===== config.mk =====
export PLATFORM = sky130hd
export DESIGN_NAME = lcd_text_seq
export DESIGN_NICKNAME = d
export VERILOG_FILES = /design/src/rtl/lcd_text_seq.sv
export SDC_FILE = /design/constraint.sdc
export NUM_CORES = 1
export LEC_CHECK = 0
export ABC_AREA = 1
export BUFFER_PORTS_ARGS = -buffer_cell sky130_fd_sc_hd__buf_2
export CORE_MARGIN = 10
export CORE_UTILIZATION = 25
export CTS_CLUSTER_DIAMETER = 100
export DETAILED_ROUTE_END_ITERATION = 7
export PLACE_DENSITY = 0.49
export REMOVE_ABC_BUFFERS = 1
export SYNTH_ARGS = -nofsm -noshare
export SYNTH_HDL_FRONTEND = slang
export SYNTH_SLANG_ARGS = --single-unit

===== constraint.sdc =====
create_clock -name clk -period 6.2 [get_ports clk]
set_input_delay 1.55 -clock clk [delete_from_list [all_inputs] [get_ports clk]]
set_output_delay 1.55 -clock clk [all_outputs]
set_load 0.02 [all_outputs]

===== src/rtl/lcd_text_seq.sv =====
// lcd_text_seq: init + periodic 2x16 refresh word feeder for an HD44780 write engine.
// Latency: first word of a phase is valid one cycle after entering it; back-to-back within a phase.
// Backpressure: out_word/out_valid hold while out_ready=0; buffer writes are never stalled.
//
// Ports:
//   clk, rst_n            clock, synchronous active-low reset
//   wr_en/wr_addr/wr_data random write port into the 32-cell character buffer
//   clear                 one-cycle pulse, fills buffer with spaces (beats wr_en)
//   out_valid/out_word/out_ready  {RS,data} stream to the LCD timing engine
//   init_done             sticky once the four init commands are accepted
//   frame_done            one-cycle pulse after the last line-2 character is accepted
//
// Optional macro LCD_DIRTY_EN: refresh only when the buffer changed since the last frame.
module lcd_text_seq #(
  parameter int GAP_CYCLES = 1000
) (
  input  logic       clk,
  input  logic       rst_n,
  input  logic       wr_en,
  input  logic [4:0] wr_addr,
  input  logic [7:0] wr_data,
  input  logic       clear,
  output logic       out_valid,
  output logic [8:0] out_word,
  input  logic       out_ready,
  output logic       init_done,
  output logic       frame_done
);

  typedef enum logic [1:0] {
    S_INIT,
    S_FRAME,
    S_GAP
  } state_t;

  localparam int            GW        = (GAP_CYCLES > 1) ? $clog2(GAP_CYCLES) : 1;
  localparam logic [GW-1:0] GAP_LAST  = GW'(GAP_CYCLES - 1);
  localparam logic [5:0]    INIT_LAST = 6'd3;
  localparam logic [5:0]    FRM_LAST  = 6'd33;

  state_t        state_q, state_d;
  logic [5:0]    idx_q, idx_d;          // index of the word currently held in out_word
  logic [GW-1:0] gap_q, gap_d;
  logic          vld_q, vld_d;
  logic [8:0]    word_q, word_d;
  logic          init_done_q, init_done_d;
  logic          frame_done_q, frame_done_d;
  logic [7:0]    cell_q [32];

`ifdef LCD_DIRTY_EN
  logic          dirty_q, dirty_d;
`endif

  logic          xfer;
  logic [5:0]    load_idx;
  logic [4:0]    rd_addr;
  logic [8:0]    init_word;
  logic [8:0]    frame_word;
  logic          gap_go;

  // Word to load: on a transfer the successor of the held word, otherwise the held index itself
  // (used when out_valid is low at the start of a phase).
  always_comb begin
    xfer     = vld_q & out_ready;
    load_idx = xfer ? (idx_q + 6'd1) : idx_q;
  end

  always_comb begin
    init_word = 9'h038;
    case (load_idx[1:0])
      2'd0: init_word = 9'h038;   // 8-bit bus, 2 lines, 5x8 font
      2'd1: init_word = 9'h00C;   // display on, cursor off
      2'd2: init_word = 9'h001;   // clear display
      2'd3: init_word = 9'h006;   // entry mode: increment, no shift
      default: init_word = 9'h038;
    endcase
  end

  // Frame layout: 0 = line-1 address, 1..16 = line-1 chars, 17 = line-2 address, 18..33 = line-2 chars.
  always_comb begin
    rd_addr    = 5'd0;
    frame_word = 9'h080;
    if (load_idx == 6'd0) begin
      frame_word = 9'h080;
    end else if (load_idx <= 6'd16) begin
      rd_addr    = 5'(load_idx - 6'd1);
      frame_word = {1'b1, cell_q[rd_addr]};
    end else if (load_idx == 6'd17) begin
      frame_word = 9'h0C0;
    end else begin
      rd_addr    = 5'(load_idx - 6'd2);
      frame_word = {1'b1, cell_q[rd_addr]};
    end
  end

  always_comb begin
`ifdef LCD_DIRTY_EN
    gap_go = (gap_q == GAP_LAST) && dirty_q;
`else
    gap_go = (gap_q == GAP_LAST);
`endif
  end

  always_comb begin
    state_d      = state_q;
    idx_d        = idx_q;
    gap_d        = gap_q;
    vld_d        = vld_q;
    word_d       = word_q;
    init_done_d  = init_done_q;
    frame_done_d = 1'b0;
`ifdef LCD_DIRTY_EN
    dirty_d      = dirty_q;
`endif

    case (state_q)
      S_INIT: begin
        if (xfer && idx_q == INIT_LAST) begin
          init_done_d = 1'b1;
          state_d     = S_FRAME;
          idx_d       = 6'd0;
          vld_d       = 1'b0;
        end else if (xfer || !vld_q) begin
          vld_d  = 1'b1;
          word_d = init_word;
          idx_d  = load_idx;
        end
      end
      S_FRAME: begin
        if (xfer && idx_q == FRM_LAST) begin
          frame_done_d = 1'b1;
          vld_d        = 1'b0;
          state_d      = S_GAP;
          gap_d        = '0;
          idx_d        = 6'd0;
        end else if (xfer || !vld_q) begin
          vld_d  = 1'b1;
          word_d = frame_word;
          idx_d  = load_idx;
`ifdef LCD_DIRTY_EN
          if (load_idx == 6'd0) dirty_d = 1'b0;
`endif
        end
      end
      S_GAP: begin
        vld_d = 1'b0;
        if (gap_go) begin
          state_d = S_FRAME;
          idx_d   = 6'd0;
        end else if (gap_q != GAP_LAST) begin
          gap_d = gap_q + GW'(1);
        end
      end
      default: begin
        state_d = S_INIT;
        idx_d   = 6'd0;
        vld_d   = 1'b0;
      end
    endcase

`ifdef LCD_DIRTY_EN
    // A write coinciding with the word-0 load must still schedule another frame.
    if (wr_en || clear) dirty_d = 1'b1;
`endif
  end

  always_ff @(posedge clk) begin
    if (!rst_n) begin
      state_q      <= S_INIT;
      idx_q        <= 6'd0;
      gap_q        <= '0;
      vld_q        <= 1'b0;
      word_q       <= 9'h000;
      init_done_q  <= 1'b0;
      frame_done_q <= 1'b0;
`ifdef LCD_DIRTY_EN
      dirty_q      <= 1'b0;
`endif
    end else begin
      state_q      <= state_d;
      idx_q        <= idx_d;
      gap_q        <= gap_d;
      vld_q        <= vld_d;
      word_q       <= word_d;
      init_done_q  <= init_done_d;
      frame_done_q <= frame_done_d;
`ifdef LCD_DIRTY_EN
      dirty_q      <= dirty_d;
`endif
    end
  end

  // Character buffer: clear beats a same-cycle write.
  always_ff @(posedge clk) begin
    if (!rst_n) begin
      for (int i = 0; i < 32; i++) cell_q[i] <= 8'h20;
    end else if (clear) begin
      for (int i = 0; i < 32; i++) cell_q[i] <= 8'h20;
    end else if (wr_en) begin
      cell_q[wr_addr] <= wr_data;
    end
  end

  assign out_valid  = vld_q;
  assign out_word   = word_q;
  assign init_done  = init_done_q;
  assign frame_done = frame_done_q;

endmodule


# Word level (Yosys, flattened, before mapping)

Memories as Yosys holds them, arrays and structs flattened.
Index checks and enable logic that the tools add are counted.

$add $sub $neg: 4
Order comparisons: 1
Equality and inequality tests: 19
Mux-type cells: 71
Bitwise gates (word level): 33
Reduce and logical (&&, ||, !) cells: 15

Operator list:

| kind                    | number |
|---|---|
| $mux W8                 | 33 |
| $mux W9                 | 7 |
| $pmux W9 S4             | 1 |
| $or A1 B1 Y1            | 32 |
| $mux W10                | 3 |
| $mux W6                 | 5 |
| $pmux W10 S2            | 1 |
| $ne A2 B2 Y1 const B    | 9 |
| $pmux W6 S3             | 1 |
| $pmux W9 S2             | 1 |
| $mux W1                 | 13 |
| $add A10 B1 Y10 const B | 1 |
| $eq A10 B10 Y1 const B  | 1 |
| $ne A10 B10 Y1 const B  | 1 |
| $reduce_or A8 Y1        | 1 |
| $add A6 B1 Y6 const B   | 1 |
| $eq A2 B2 Y1 const B    | 3 |
| $eq A6 B2 Y1 const B    | 1 |
| $eq A6 B5 Y1 const B    | 1 |
| $eq A6 B6 Y1 const B    | 1 |
| $le A6 B5 Y1 const B    | 1 |
| $logic_not A6 Y1        | 1 |
| $mux W2                 | 3 |
| $pmux W2 S3             | 1 |
| 15 further kinds        | 20 |

Flip-flop bits (word level): 30
Memory bits (writable): 256
Output and inout port bits: 12
Word-level logic and storage cells: 151
Memories: 1

Memories:

| name   | depth | width | rd ports | clocked after Yosys merged registers in | wr ports | RTL line | RTL |
|---|---|---|---|---|---|---|---|
| cell_q | 32    | 8     | 2        | 0                                       | 32       | 48       | `logic [7:0] cell_q [32];` |

# Depth between registers and ports, before layout

An unclocked memory read counts as a cell.

Depth after elaboration: 10
Depth in mapped cells: 19
Depth with buffers taken out: 18

# Least setup slack after synthesis

Ideal clock, no wire load.

Kind: input to register
Start point: input port out_ready
End point: register word_q[7], in the netlist out_word[7]
Library setup time: 132 ps
Arrival: 3,562 ps
Data required time: 6,068 ps
Slack: 2,506 ps
Stages: 18
Path buffers: 4
Cells stage by stage: buf_4 -> nand2_8 -> nand2_1 -> o21ai_4 -> buf_6 -> buf_4 -> ha_1 -> inv_1 -> clkbuf_1 -> a21oi_1 -> o21ai_0 -> nand3_1 -> nand3_1 -> nand3_1 -> nand2_1 -> clkinv_1 -> nand2_1 -> a21oi_1

Word-level cells in the longest chain between the ends: 10
Elaborated cells on any way between the ends: 22

RTL lines:

| element              | RTL line | RTL |
|---|---|---|
| start, declared      | 25       | `input logic out_ready,` |
| $and A1 B1 Y1 *      | 64       | `xfer = vld_q & out_ready;` |
| $mux W6              | 65       | `load_idx = xfer ? (idx_q + 6'd1) : idx_q;` |
| $sub A5 B2 Y5        | 91       | `rd_addr = 5'(load_idx - 6'd2);` |
| $mem_v2 Z32 W8       | n/a      |  |
| $mux W9              | 88       | `end else if (load_idx == 6'd17) begin` |
| $mux W9              | 85       | `end else if (load_idx <= 6'd16) begin` |
| $mux W9              | 83       | `if (load_idx == 6'd0) begin` |
| $mux W9              | 136      | `end else if (xfer \|\| !vld_q) begin` |
| $mux W9              | 130      | `if (xfer && idx_q == FRM_LAST) begin` |
| $pmux W9 S2          | 116      | `case (state_q)` |
| end signal, assigned | 184      | `word_q <= word_d;` |
| end, declared        | 45       | `logic [8:0] word_q, word_d;` |

Every way passes the cells marked *; elsewhere a longest branch is shown, timed or not. The select of a mux whose other input is x is not followed.
A chain may end at the register's enable or synchronous reset.

# Final worst setup path

Start point: input port out_ready
End point: register word_q[3], in the netlist out_word[3]

The elaborated chain is that of the path after synthesis.

==> results.md <==
* Num rows at 89
* Cell area after layout at 16900 µm²
* Area contributors post-synth: edfxtp_1 (51%), nand3_1 (12%), nand2_1 (11%)
* DR iter-0 viols at 1482
* Most area-hungry cell type in the Yosys netlist: edfxtp_1
* LEAKAGE at 6.47 nW
* Post-CTS Resized at 0
* CP required at 6610 ps
* WP data arrival at 4410 ps
* Share of cells above drive strength 1 at 7.67%
* I/O Buffers at 29
* Setup TNS at 0 ps
* Detailed Place HPWL at 32400 µm
* Worst hold margin at 462 ps
* N_diodes at 0
* CTS tree: built
* Synth cell types at 43
* Max VDD drop at 205 µV
* Worst setup path class: input pin to register
* Max-cap violation count at 0
* Post-synthesis sequential area ratio at 55.1%
* Crit-path cells: buf_2 -> nand2_8 -> inv_1 -> nand2_1 -> nand2_2 -> buf_4 -> ha_1 -> inv_1 -> nand2_1 -> nand2_2 -> inv_2 -> nand3_1 -> nand2_1 -> nand2_1 -> nand3_1 -> nand2_1 -> nand2_1 -> a21oi_2
* Die height at 265 µm
* Wirelength per Cell at 19.7 µm
* Clk_lat worst skew at 540 ps
* Antenna Nets Post-Route at 0
* Worst Setup Start Kind: input pin
* Post-CTS setup buffers at 0
* Post-route clock period utilization at 64.4%
* Pin count of the biggest net entering global routing at 100
* Final Core Density at 28.5%
* Critical Path End Type: register
* Vias in the first global route at 12000
* Post-synth EDFFs at 256
* CTS Hold Bufs at 0
* Die ar. at 70400 µm²
* Crit path largest cell delay at 620 ps
* Max clock buf depth at 3
* Nets at 1776
* Placed cell area at 15800 µm²
* F_max at 0.250 GHz
* Setup violators final at 0
* Setup repair after global routing missed its margin: false
* # H-tree levels at 2
* Primary FF master, synth: edfxtp_1
* Syn avg cell area at 8.48 µm²
* Yosys warns at 0
* GRT overflow at 0
* Die width at 265 µm
* Fraction of registers with async set/reset at 0%
* Hold crit path type: register to register
* Placer congestion estimate at 0.890
* Worst r2r src: idx_q[1]$_SDFFE_PN0P_
* Pre-Repair DR Iteration Count at 6
* Drt total wl at 50100 µm
* Cts bufs inserted at 34
* Synth cell count leaders: nand2_1 (441), nand3_1 (372), nor2_1 (279), edfxtp_1 (256), inv_1 (118)
* Synth top area share at 51.1%
* Antenna violations before repair at 0
* Clk pin slew, worst setup/hold paths at 70 ps
* Detailed-route via count at 12600
* Minimum clock period after layout at 3990 ps
* R2R Setup Slk at 2770 ps
* Final total power at 5.00 mW
* Crit-path max FO at 66
* Most frequent cell after synthesis: nand2_1
* GRT Util Overall at 13.9%
* Initial Util at 25.4%
* First-pass GRT wire length at 75500 µm
* CORE AREA at 59200 µm²
* Worst R2R Path Depth at 17
* Final-report hold violation count at 0
* Slew @ Worst Pin at 1040 ps
* Sink Count at 286
* # IOs at 30
* Worst path most repeated cell: nand2_1
* Register bit total from synthesis at 286
* Outcome: completed
* Max-slew violation count at 0
* Clock Tree Root: clkbuf_16
* Fin Clk Skew at 16.6 ps
* Worst setup path start: out_ready
* RR Endpoint: out_word[3]$_SDFFE_PN0P_
* Via density at 4.94
* Drt drc at 0
* Synth Instances at 1773
* Mapped cell area at 15000 µm²
* Worst setup path endpoint: out_word[3]$_SDFFE_PN0P_
* Slowest CP cell: buf_4
* P per Cell Area at 296 nW/µm²
* Max-slew headroom at 30.3%
* Area delta synth->final at 12.3%
[per-stage QoR]
step                instances  worst slack [ps]
floorplan                1665               622
global placement         2486              1700
detailed placement       2486              1740
CTS                      2546              2290
global route             2546              1950
finish                   2546              2210
[worst min-delay path by stage]
stage | startpoint | endpoint | slack, ps | depth (start not counted)
global route | init_done$_SDFFE_PN0P_ | init_done$_SDFFE_PN0P_ | 480 | 1
CTS | init_done$_SDFFE_PN0P_ | init_done$_SDFFE_PN0P_ | 470 | 1
floorplan | gap_q[6]$_SDFFE_PN0P_ | gap_q[6]$_SDFFE_PN0P_ | 450 | 1
finish | init_done$_SDFFE_PN0P_ | init_done$_SDFFE_PN0P_ | 460 | 1
global placement | init_done$_SDFFE_PN0P_ | init_done$_SDFFE_PN0P_ | 450 | 1
detailed placement | init_done$_SDFFE_PN0P_ | init_done$_SDFFE_PN0P_ | 450 | 1
[worst max-delay path: cells and delay by family]
family | cells | cell delay [ps]
compound gates | 1 | 50
simple gates | 11 | 1140
buf+inv | 5 | 1300
fa+ha+maj | 1 | 310
[cell families (layout without fill, tap and decap cells)]
logic type                 after synthesis  after routing  synth area share [%]
AOI/OAI and AO/OA                      113            113                  4.70
xor gates and xnor gates                 4              4                 0.607
adders and majority gates                9              9                 0.749
buffers and inverters                  231            231                  6.46
DFF                                    286            286                  55.1
and+or+nand+nor                       1130           1130                  32.4
[where the power goes]
group	internal, mW	leakage [nW]	total (mW)	switching (mW)
registers	2.19	2.97	2.24	0.0503
clock network	1.09	0.529	1.94	0.853
logic	0.217	2.97	0.821	0.604
total	3.50	6.47	5.00	1.51
[layout by cell type (no fill, tap or decap), drive strengths merged, types with 19 or more instances in the layout]
cell	instances
nand2	452
edfxtp	256
buf	48
dfxtp	30
a21oi	42
nor2	284
inv	125
nand3	374
o21ai	25
clkbuf	38
o211ai	35
clkinv	19
[cell type report]
cell class	count	area, µm²
clock buffers	38	887
clock inverters	22	174
fillers	6405	42400
inverters	123	462
multi-input cells	1256	5800
flip-flops and latches	286	8290
well taps	773	967
repair buffers	48	300
[routing by layer]
layer | vias to the layer above | track usage (%) | wire length, µm
met3 | 64 | 3.04 | 4050
met1 | 6104 | 19.9 | 23400
met5 | - | 0 | 0
li1 | 5917 | - | -
met2 | 481 | 20.9 | 21700
met4 | 0 | 3.11 | 925
[state kept, by name, summed over array words and instances, names as in the netlist]
signal	flops
gap_q	10
frame_done	1
idx_q	6
init_done	1
out_word	9
cell_q	256
state_q	2
out_valid	1
Power figures use the tool's default switching activity.
